[src/rtl/ws2812b_pkg.sv]
`timescale 1ns/1ps
`default_nettype none
// ============================================================================
//  Module      : ws2812b_pkg
//  Description : Shared types and constants for the WS2812B line encoder.
//                Holds the encoder state encoding, the default bit timing
//                for a 64 MHz clock and the pixel width.
//  Revision    : 1.0  initial release
// ============================================================================
package ws2812b_pkg;

    // Pixel is {G[7:0], R[7:0], B[7:0]}, shifted out MSB first.
    localparam int PIXEL_W   = 24;
    localparam int BIT_IDX_W = $clog2(PIXEL_W);

    // Default timing at 64 MHz (15.625 ns per cycle).
    localparam int T0H_CYC_DEF  = 26;     // 0.40 us
    localparam int T1H_CYC_DEF  = 51;     // 0.80 us
    localparam int TBIT_CYC_DEF = 80;     // 1.25 us
    localparam int TRES_CYC_DEF = 5120;   // 80 us

    typedef enum logic [1:0] {
        ST_IDLE  = 2'd0,
        ST_SEND  = 2'd1,
        ST_LATCH = 2'd2
    } state_e;

    // Used to size the shared bit/latch cycle counter.
    function automatic int max_int(input int a, input int b);
        return (a > b) ? a : b;
    endfunction

endpackage : ws2812b_pkg
`default_nettype wire

[src/rtl/ws2812b_bit_encoder_if.sv]
`timescale 1ns/1ps
`default_nettype none
// ============================================================================
//  Module      : ws2812b_bit_encoder_if
//  Description : Pixel handshake between the register front-end (master)
//                and the WS2812B line encoder (slave).
//                  data_in : pixel {G,R,B}, sampled only on accept
//                  valid   : pixel offered
//                  latch   : append latch low period after this pixel
//                  ready   : encoder pending buffer is empty
//  Revision    : 1.0  initial release
// ============================================================================
interface ws2812b_bit_encoder_if;
    import ws2812b_pkg::*;

    logic [PIXEL_W-1:0] data_in;
    logic               valid;
    logic               latch;
    logic               ready;

    modport master (
        output data_in,
        output valid,
        output latch,
        input  ready
    );

    modport slave (
        input  data_in,
        input  valid,
        input  latch,
        output ready
    );

endinterface : ws2812b_bit_encoder_if
`default_nettype wire

[src/rtl/ws2812b_bit_encoder.sv]
`timescale 1ns/1ps
`default_nettype none
// ============================================================================
//  Module      : ws2812b_bit_encoder
//  Description : Serialises 24-bit GRB pixels onto a WS2812B data line using
//                NRZ pulse timing. A one-deep pending buffer lets a new pixel
//                be queued while the current one shifts, so consecutive
//                pixels go out with no gap. An optional per-pixel latch flag
//                appends the strip's reset/latch low period.
//  Ports       : clk    - clock (64 MHz nominal)
//                rst_n  - synchronous active-low reset
//                bus    - pixel handshake (slave side)
//                busy   - encoder active or pixel pending
//                led    - registered serial data to the strip
//  Revision    : 1.0  initial release
// ============================================================================
module ws2812b_bit_encoder
    import ws2812b_pkg::*;
#(
    parameter int T0H_CYC  = T0H_CYC_DEF,
    parameter int T1H_CYC  = T1H_CYC_DEF,
    parameter int TBIT_CYC = TBIT_CYC_DEF,
    parameter int TRES_CYC = TRES_CYC_DEF
) (
    input  wire logic              clk,
    input  wire logic              rst_n,
    ws2812b_bit_encoder_if.slave   bus,
    output logic                   busy,
    output logic                   led
);

    // One counter serves both the bit period and the latch period.
    localparam int CNT_W = $clog2(max_int(TBIT_CYC, TRES_CYC));

    localparam logic [CNT_W-1:0]     TBIT_LAST = CNT_W'(TBIT_CYC - 1);
    localparam logic [CNT_W-1:0]     TRES_LAST = CNT_W'(TRES_CYC - 1);
    localparam logic [CNT_W-1:0]     T0H_LEN   = CNT_W'(T0H_CYC);
    localparam logic [CNT_W-1:0]     T1H_LEN   = CNT_W'(T1H_CYC);
    localparam logic [BIT_IDX_W-1:0] BIT_FIRST = BIT_IDX_W'(PIXEL_W - 1);

    state_e               state_q,     state_d;
    logic [PIXEL_W-1:0]   sh_q,        sh_d;
    logic                 cur_latch_q, cur_latch_d;
    logic [BIT_IDX_W-1:0] bit_idx_q,   bit_idx_d;
    logic [CNT_W-1:0]     cyc_q,       cyc_d;
    logic                 pend_full_q, pend_full_d;
    logic [PIXEL_W-1:0]   pend_data_q, pend_data_d;
    logic                 pend_latch_q, pend_latch_d;
    logic                 led_q,       led_d;

    logic                 load;
    logic [CNT_W-1:0]     high_len;

    // ------------------------------------------------------------------------
    // Registers
    // ------------------------------------------------------------------------
    always_ff @(posedge clk) begin
        if (!rst_n) begin
            state_q      <= ST_IDLE;
            sh_q         <= '0;
            cur_latch_q  <= 1'b0;
            bit_idx_q    <= '0;
            cyc_q        <= '0;
            pend_full_q  <= 1'b0;
            pend_data_q  <= '0;
            pend_latch_q <= 1'b0;
            led_q        <= 1'b0;
        end else begin
            state_q      <= state_d;
            sh_q         <= sh_d;
            cur_latch_q  <= cur_latch_d;
            bit_idx_q    <= bit_idx_d;
            cyc_q        <= cyc_d;
            pend_full_q  <= pend_full_d;
            pend_data_q  <= pend_data_d;
            pend_latch_q <= pend_latch_d;
            led_q        <= led_d;
        end
    end

    // ------------------------------------------------------------------------
    // Next-state logic
    // ------------------------------------------------------------------------
    always_comb begin
        state_d      = state_q;
        sh_d         = sh_q;
        cur_latch_d  = cur_latch_q;
        bit_idx_d    = bit_idx_q;
        cyc_d        = cyc_q;
        pend_full_d  = pend_full_q;
        pend_data_d  = pend_data_q;
        pend_latch_d = pend_latch_q;
        load         = 1'b0;
        high_len     = T0H_LEN;
        led_d        = 1'b0;

        // Accept only into an empty buffer; a drain needs a full buffer, so
        // accept and drain can never land on the same edge.
        if (bus.valid && !pend_full_q) begin
            pend_data_d  = bus.data_in;
            pend_latch_d = bus.latch;
            pend_full_d  = 1'b1;
        end

        case (state_q)
            ST_IDLE: begin
                if (pend_full_q) begin
                    load = 1'b1;
                end
            end

            ST_SEND: begin
                if (cyc_q == TBIT_LAST) begin
                    if (bit_idx_q != '0) begin
                        sh_d      = {sh_q[PIXEL_W-2:0], 1'b0};
                        bit_idx_d = bit_idx_q - BIT_IDX_W'(1);
                        cyc_d     = '0;
                    end else if (cur_latch_q) begin
                        state_d = ST_LATCH;
                        cyc_d   = '0;
                    end else if (pend_full_q) begin
                        load = 1'b1;   // gapless hand-over to the next pixel
                    end else begin
                        state_d = ST_IDLE;
                        cyc_d   = '0;
                    end
                end else begin
                    cyc_d = cyc_q + CNT_W'(1);
                end
            end

            ST_LATCH: begin
                if (cyc_q == TRES_LAST) begin
                    if (pend_full_q) begin
                        load = 1'b1;
                    end else begin
                        state_d = ST_IDLE;
                        cyc_d   = '0;
                    end
                end else begin
                    cyc_d = cyc_q + CNT_W'(1);
                end
            end

            default: begin
                state_d = ST_IDLE;
                cyc_d   = '0;
            end
        endcase

        if (load) begin
            sh_d        = pend_data_q;
            cur_latch_d = pend_latch_q;
            bit_idx_d   = BIT_FIRST;
            cyc_d       = '0;
            pend_full_d = 1'b0;
            state_d     = ST_SEND;
        end

        // led is registered, so its next value is derived from the next
        // counter/shift state; that keeps the high time aligned with cyc_q.
        high_len = sh_d[PIXEL_W-1] ? T1H_LEN : T0H_LEN;
        led_d    = (state_d == ST_SEND) && (cyc_d < high_len);
    end

    // ------------------------------------------------------------------------
    // Outputs
    // ------------------------------------------------------------------------
    assign bus.ready = !pend_full_q;
    assign busy      = (state_q != ST_IDLE) || pend_full_q;
    assign led       = led_q;

endmodule : ws2812b_bit_encoder
`default_nettype wire

[src/flat_wrapper.sv]
// flat-port wrapper written by rule: the top's interface ports become plain ports
module ws2812b_bit_encoder_flat import ws2812b_pkg::*;
#(
    parameter int T0H_CYC  = T0H_CYC_DEF,
    parameter int T1H_CYC  = T1H_CYC_DEF,
    parameter int TBIT_CYC = TBIT_CYC_DEF,
    parameter int TRES_CYC = TRES_CYC_DEF
)
  (clk, rst_n, busy, led, bus_data_in, bus_valid, bus_latch, bus_ready);
  ws2812b_bit_encoder_if bus_i ();
  input  wire logic clk;
  input  wire logic rst_n;
  output logic busy;
  output logic led;
  input wire logic [$bits(bus_i.data_in)-1:0] bus_data_in;
  input wire logic [$bits(bus_i.valid)-1:0] bus_valid;
  input wire logic [$bits(bus_i.latch)-1:0] bus_latch;
  output wire logic [$bits(bus_i.ready)-1:0] bus_ready;
  assign bus_i.data_in = bus_data_in;
  assign bus_i.valid = bus_valid;
  assign bus_i.latch = bus_latch;
  assign bus_ready = bus_i.ready;
  ws2812b_bit_encoder #(.T0H_CYC(T0H_CYC), .T1H_CYC(T1H_CYC), .TBIT_CYC(TBIT_CYC), .TRES_CYC(TRES_CYC)) u_core (.clk(clk), .rst_n(rst_n), .bus(bus_i), .busy(busy), .led(led));
endmodule
[config.mk]
export PLATFORM = sky130hd
export DESIGN_NAME = ws2812b_bit_encoder_flat
export DESIGN_NICKNAME = d
export VERILOG_FILES = /design/src/rtl/ws2812b_pkg.sv /design/src/rtl/ws2812b_bit_encoder_if.sv /design/src/rtl/ws2812b_bit_encoder.sv /design/src/flat_wrapper.sv
export SDC_FILE = /design/constraint.sdc
export NUM_CORES = 1
export LEC_CHECK = 0
export ABC_CLOCK_PERIOD_IN_PS = 5000
export BUFFER_PORTS_ARGS = -buffer_cell sky130_fd_sc_hd__clkbuf_2
export CORE_AREA = 5 5 100 102
export DETAILED_ROUTE_END_ITERATION = 12
export DIE_AREA = 0 0 105 107
export SYNTH_ARGS = -nofsm -noshare
export SYNTH_HDL_FRONTEND = slang
export SYNTH_SLANG_ARGS = --single-unit
[constraint.sdc]
create_clock -name clk -period 5 [get_ports clk]
set_input_delay 0.25 -clock clk [delete_from_list [all_inputs] [get_ports clk]]
set_output_delay 0.25 -clock clk [all_outputs]
set_load 0.005 [all_outputs]
==> flow_metrics.py <==
metrics = {
    "sta": {
        "worst_slew_pin_slew_ns": 0.9752,
        "fin_crit_ns": 3.431,
        "hold_viol": 0,
        "slew_violations": 0,
        "grt_setup_unrepaired": "no",
        "setup_viol_count_final": 0,
        "finalSetupTns_ns": 0,
        "clock_skew_ns": 0.01443,
        "fin_crit_sh_pct": 68.62,
        "fmax_ghz": 0.2915,
        "slew_headroom_pct": 34.69,
    },
    "global_route": {
        "grt_pass1_vias": 2720,
        "antenna_found_initial": 0,
        "grt_usage_pct": 13.50,
        "grt_pass1_wl_microns": 12640,
        "grt_max_degree": 59,
        "grt_overflow": 0,
    },
    "cells_and_area": {
        "stdcell_count": 539,
        "num-nets-final": 456,
        "diodes": 0,
        "post-route-util_pct": 42.79,
        "num-fill-cells": 923,
        "area_growth_pct": 10.61,
        "drive_above_1_share_pct": 15.65,
    },
    "setup_path": {
        "required_ns": 5.30,
        "path_class": "flip-flop to flip-flop",
        "end_kind": "flip-flop",
        "arrival_ns": 3.73,
        "start_kind": "flip-flop",
        "worstPathMaxFanout": 13,
    },
    "outcome": {
        "outcome": "finished clean",
    },
    "yosys": {
        "yosys_register_bits": 72,
        "syn_nets": 439,
        "yosysTopAreaCell": "dfxtp_1",
        "synth_warnings": 0,
        "synth_top_area_share_pct": 41.31,
        "yosysSeqAreaShare_pct": 41.31,
        "synth_area_sq_um": 3490,
        "ys.flop_type": "dfxtp_1",
        "yosys-top-cells-area": "dfxtp_1 (41%), mux2i_1 (6.9%), nand2_1 (6.9%), a21oi_1 (5.6%), nor2_1 (5.2%)",
        "avgSynthCellArea_sq_um": 8.595,
        "synth_edf_count": 0,
        "syn_inst": 406,
        "async_flop_share_pct": 0,
        "ys_types": 64,
    },
    "pwr": {
        "intPower_uw": 951.6,
        "ir_drop_mv": 0.1559,
        "pwr-share-clk_pct": 40.3,
        "switching_share_pct": 26.53,
        "netSwitchingPower_uw": 343.6,
        "power.density_nw_per_um2": 335.5,
        "leakagePower_uw": 0.001429,
        "seq_power_share_pct": 48.8,
        "pwr-share-comb_pct": 10.9,
    },
    "placed_design": {
        "numPortBuffers": 30,
        "dpl.cell_count": 523,
        "place_hpwl_microns": 4876,
        "globalplace.congestion": 0.9082,
    },
    "route": {
        "ant_nets": 0,
        "firstDrtPassIters": 4,
        "met2WireLength_microns": 3501,
        "routed_wl_microns": 7452,
        "topRoutingLayerUsed": "met4",
        "drc": 0,
        "initialDrtViolationCount": 151,
        "wl_met3_microns": 297,
        "via_count": 2808,
        "wl_met1_microns": 3550,
        "viasPerCell": 5.210,
        "routedWlPerCell_microns": 13.83,
    },
    "floorplan": {
        "die_h_microns": 107,
        "ios": 31,
        "num_rows": 35,
        "coreArea_sq_um": 9021,
        "floorplan.initialDensity_pct": 38.68,
        "die_area_sq_um": 11240,
        "die_w_microns": 105,
    },
    "flow_run": {
        "maxCapViolCount": 0,
    },
    "cts": {
        "path_clk_slew_ns": 0.09,
        "cts.path.max_buffers": 2,
        "cts_buffers": 9,
        "cts_root_buf": "clkbuf_8",
        "clock_latency_ns": 0.35,
        "holdBufCountCts": 0,
        "post_cts_buffers": 0,
        "h-tree-depth": 3,
        "cts_resized": 0,
        "clkSinkCount": 72,
        "cts_tree": "yes",
    },
    "worst_hold_path": {
        "hold_path.class": "primary input to flip-flop",
    },
}
==> logic make-up after synthesis <==
kind of cell | after synthesis | share of synthesized area (%)
simple gates | 163 | 22.98
buf+inv | 38 | 6.310
mux | 27 | 7.852
flops | 72 | 41.31
compound gates | 96 | 18.50
xor+xnor | 5 | 1.255
fa+ha+maj | 5 | 1.793
==> layout make-up <==
| class | count | area [sq um] | area share [%] |
|---|---|---|---|
| Sequential cell | 72 | 1441 | 37.34 |
| Clock buffer | 9 | 123.9 | 3.209 |
| Multi-Input combinational cell | 296 | 1839 | 47.65 |
| Timing Repair Buffer | 33 | 172.7 | 4.473 |
| Clock inverter | 7 | 102.6 | 2.658 |
| Tap cell | 111 | 138.9 | 3.598 |
| Inverter | 11 | 41.29 | 1.070 |
==> critical path, stage by stage (launching register included) <==
cell       delay, ns
dfxtp_1         0.51
nand3_1         0.25
o41ai_4         0.54
a2bb2oi_2       0.52
nor2_1          0.12
o211ai_1        0.19
a21oi_1         0.07
ha_1            0.21
a311oi_1        0.27
nand4_1         0.19
nor4b_2         0.31
o32a_1          0.19
==> path summary, 6_finish.rpt <==
kind / slack (ns) / cells past startpoint / end / from
setup / recovery: 1.57 / 11 / u_core.led / u_core.cyc_q[7]
hold / removal: 0.11 / 3 / u_core.pend_data_q[12] / bus_data_in[12]
setup reg to reg: 1.57 / 11 / u_core.led / u_core.cyc_q[7]
hold reg to reg: 0.46 / 2 / u_core.pend_data_q[21] / u_core.pend_data_q[21]
==> layer usage <==
layer	up-vias	global-route usage, %
li1	1465	-
met1	1288	16.73
met2	47	22.89
met3	8	3.672
met4	0	3.927
met5	-	0
==> layout by cell type, fill, tap and decap left out, types with 3 or more instances in the layout <==
| master | netlist | routed |
|---|---|---|
| buf_4 | 0 | 3 |
| xnor2_1 | 3 | 3 |
| o21ai_0 | 5 | 5 |
| inv_1 | 11 | 11 |
| mux2i_1 | 24 | 24 |
| o21ai_1 | 3 | 3 |
| nor2_1 | 48 | 48 |
| nor2b_1 | 5 | 4 |
| ha_1 | 5 | 5 |
| nand3_1 | 5 | 5 |
| a211oi_1 | 23 | 23 |
| a31oi_1 | 3 | 3 |
| and4_1 | 3 | 3 |
| clkbuf_8 | 2 | 9 |
| dfxtp_1 | 72 | 72 |
| nor3_1 | 4 | 4 |
| nand2b_1 | 3 | 3 |
| and2_1 | 3 | 3 |
| nand2_1 | 64 | 64 |
| o22ai_1 | 3 | 3 |
| clkbuf_2 | 0 | 30 |
| a21oi_1 | 39 | 39 |
| and3_1 | 3 | 3 |
==> cell usage after synthesis, types with 4 or more instances <==
| cell type | number |
|---|---|
| a21oi_1 | 39 |
| ha_1 | 5 |
| nor2b_1 | 5 |
| dfxtp_1 | 72 |
| nand3_1 | 5 |
| a211oi_1 | 23 |
| nor3_1 | 4 |
| nor2_1 | 48 |
| buf_6 | 5 |
| nand2_1 | 64 |
| o21ai_0 | 5 |
| inv_1 | 11 |
| clkbuf_1 | 16 |
| mux2i_1 | 24 |
==> power groups by stage <==
stage          clock network [uW]  logic [uW]  registers [uW]
6_report                      522         141             633
5_1_grt                       552         162             637
4_1_cts                       535         143             633
3_5_place_dp                    0         142             646
3_3_place_gp                    0         140             645
2_1_floorplan                   0         112             638
==> through the flow <==
step	hold slack, ns	setup slack [ns]	total power (uW)	instance area [sq um]
finish	0.1067	1.569	1295	3860
CTS	0.09142	1.631	1311	3860
floorplan	0.3658	2.175	749.9	3490
detailed placement	0.4471	1.647	788.0	3633
global route	0.09267	1.333	1351	3860
global placement	0.4424	1.729	784.8	3633
==> sequential cells by signal (all words and copies together) (netlist names) <==
name                 cells
u_core.bit_idx_q         5
u_core.cur_latch_q       1
u_core.cyc_q            13
u_core.led               1
u_core.pend_data_q      24
u_core.pend_full_q       1
u_core.pend_latch_q      1
u_core.sh_q             24
u_core.state_q           2
Note: power is estimated with default switching activity, not from simulation.
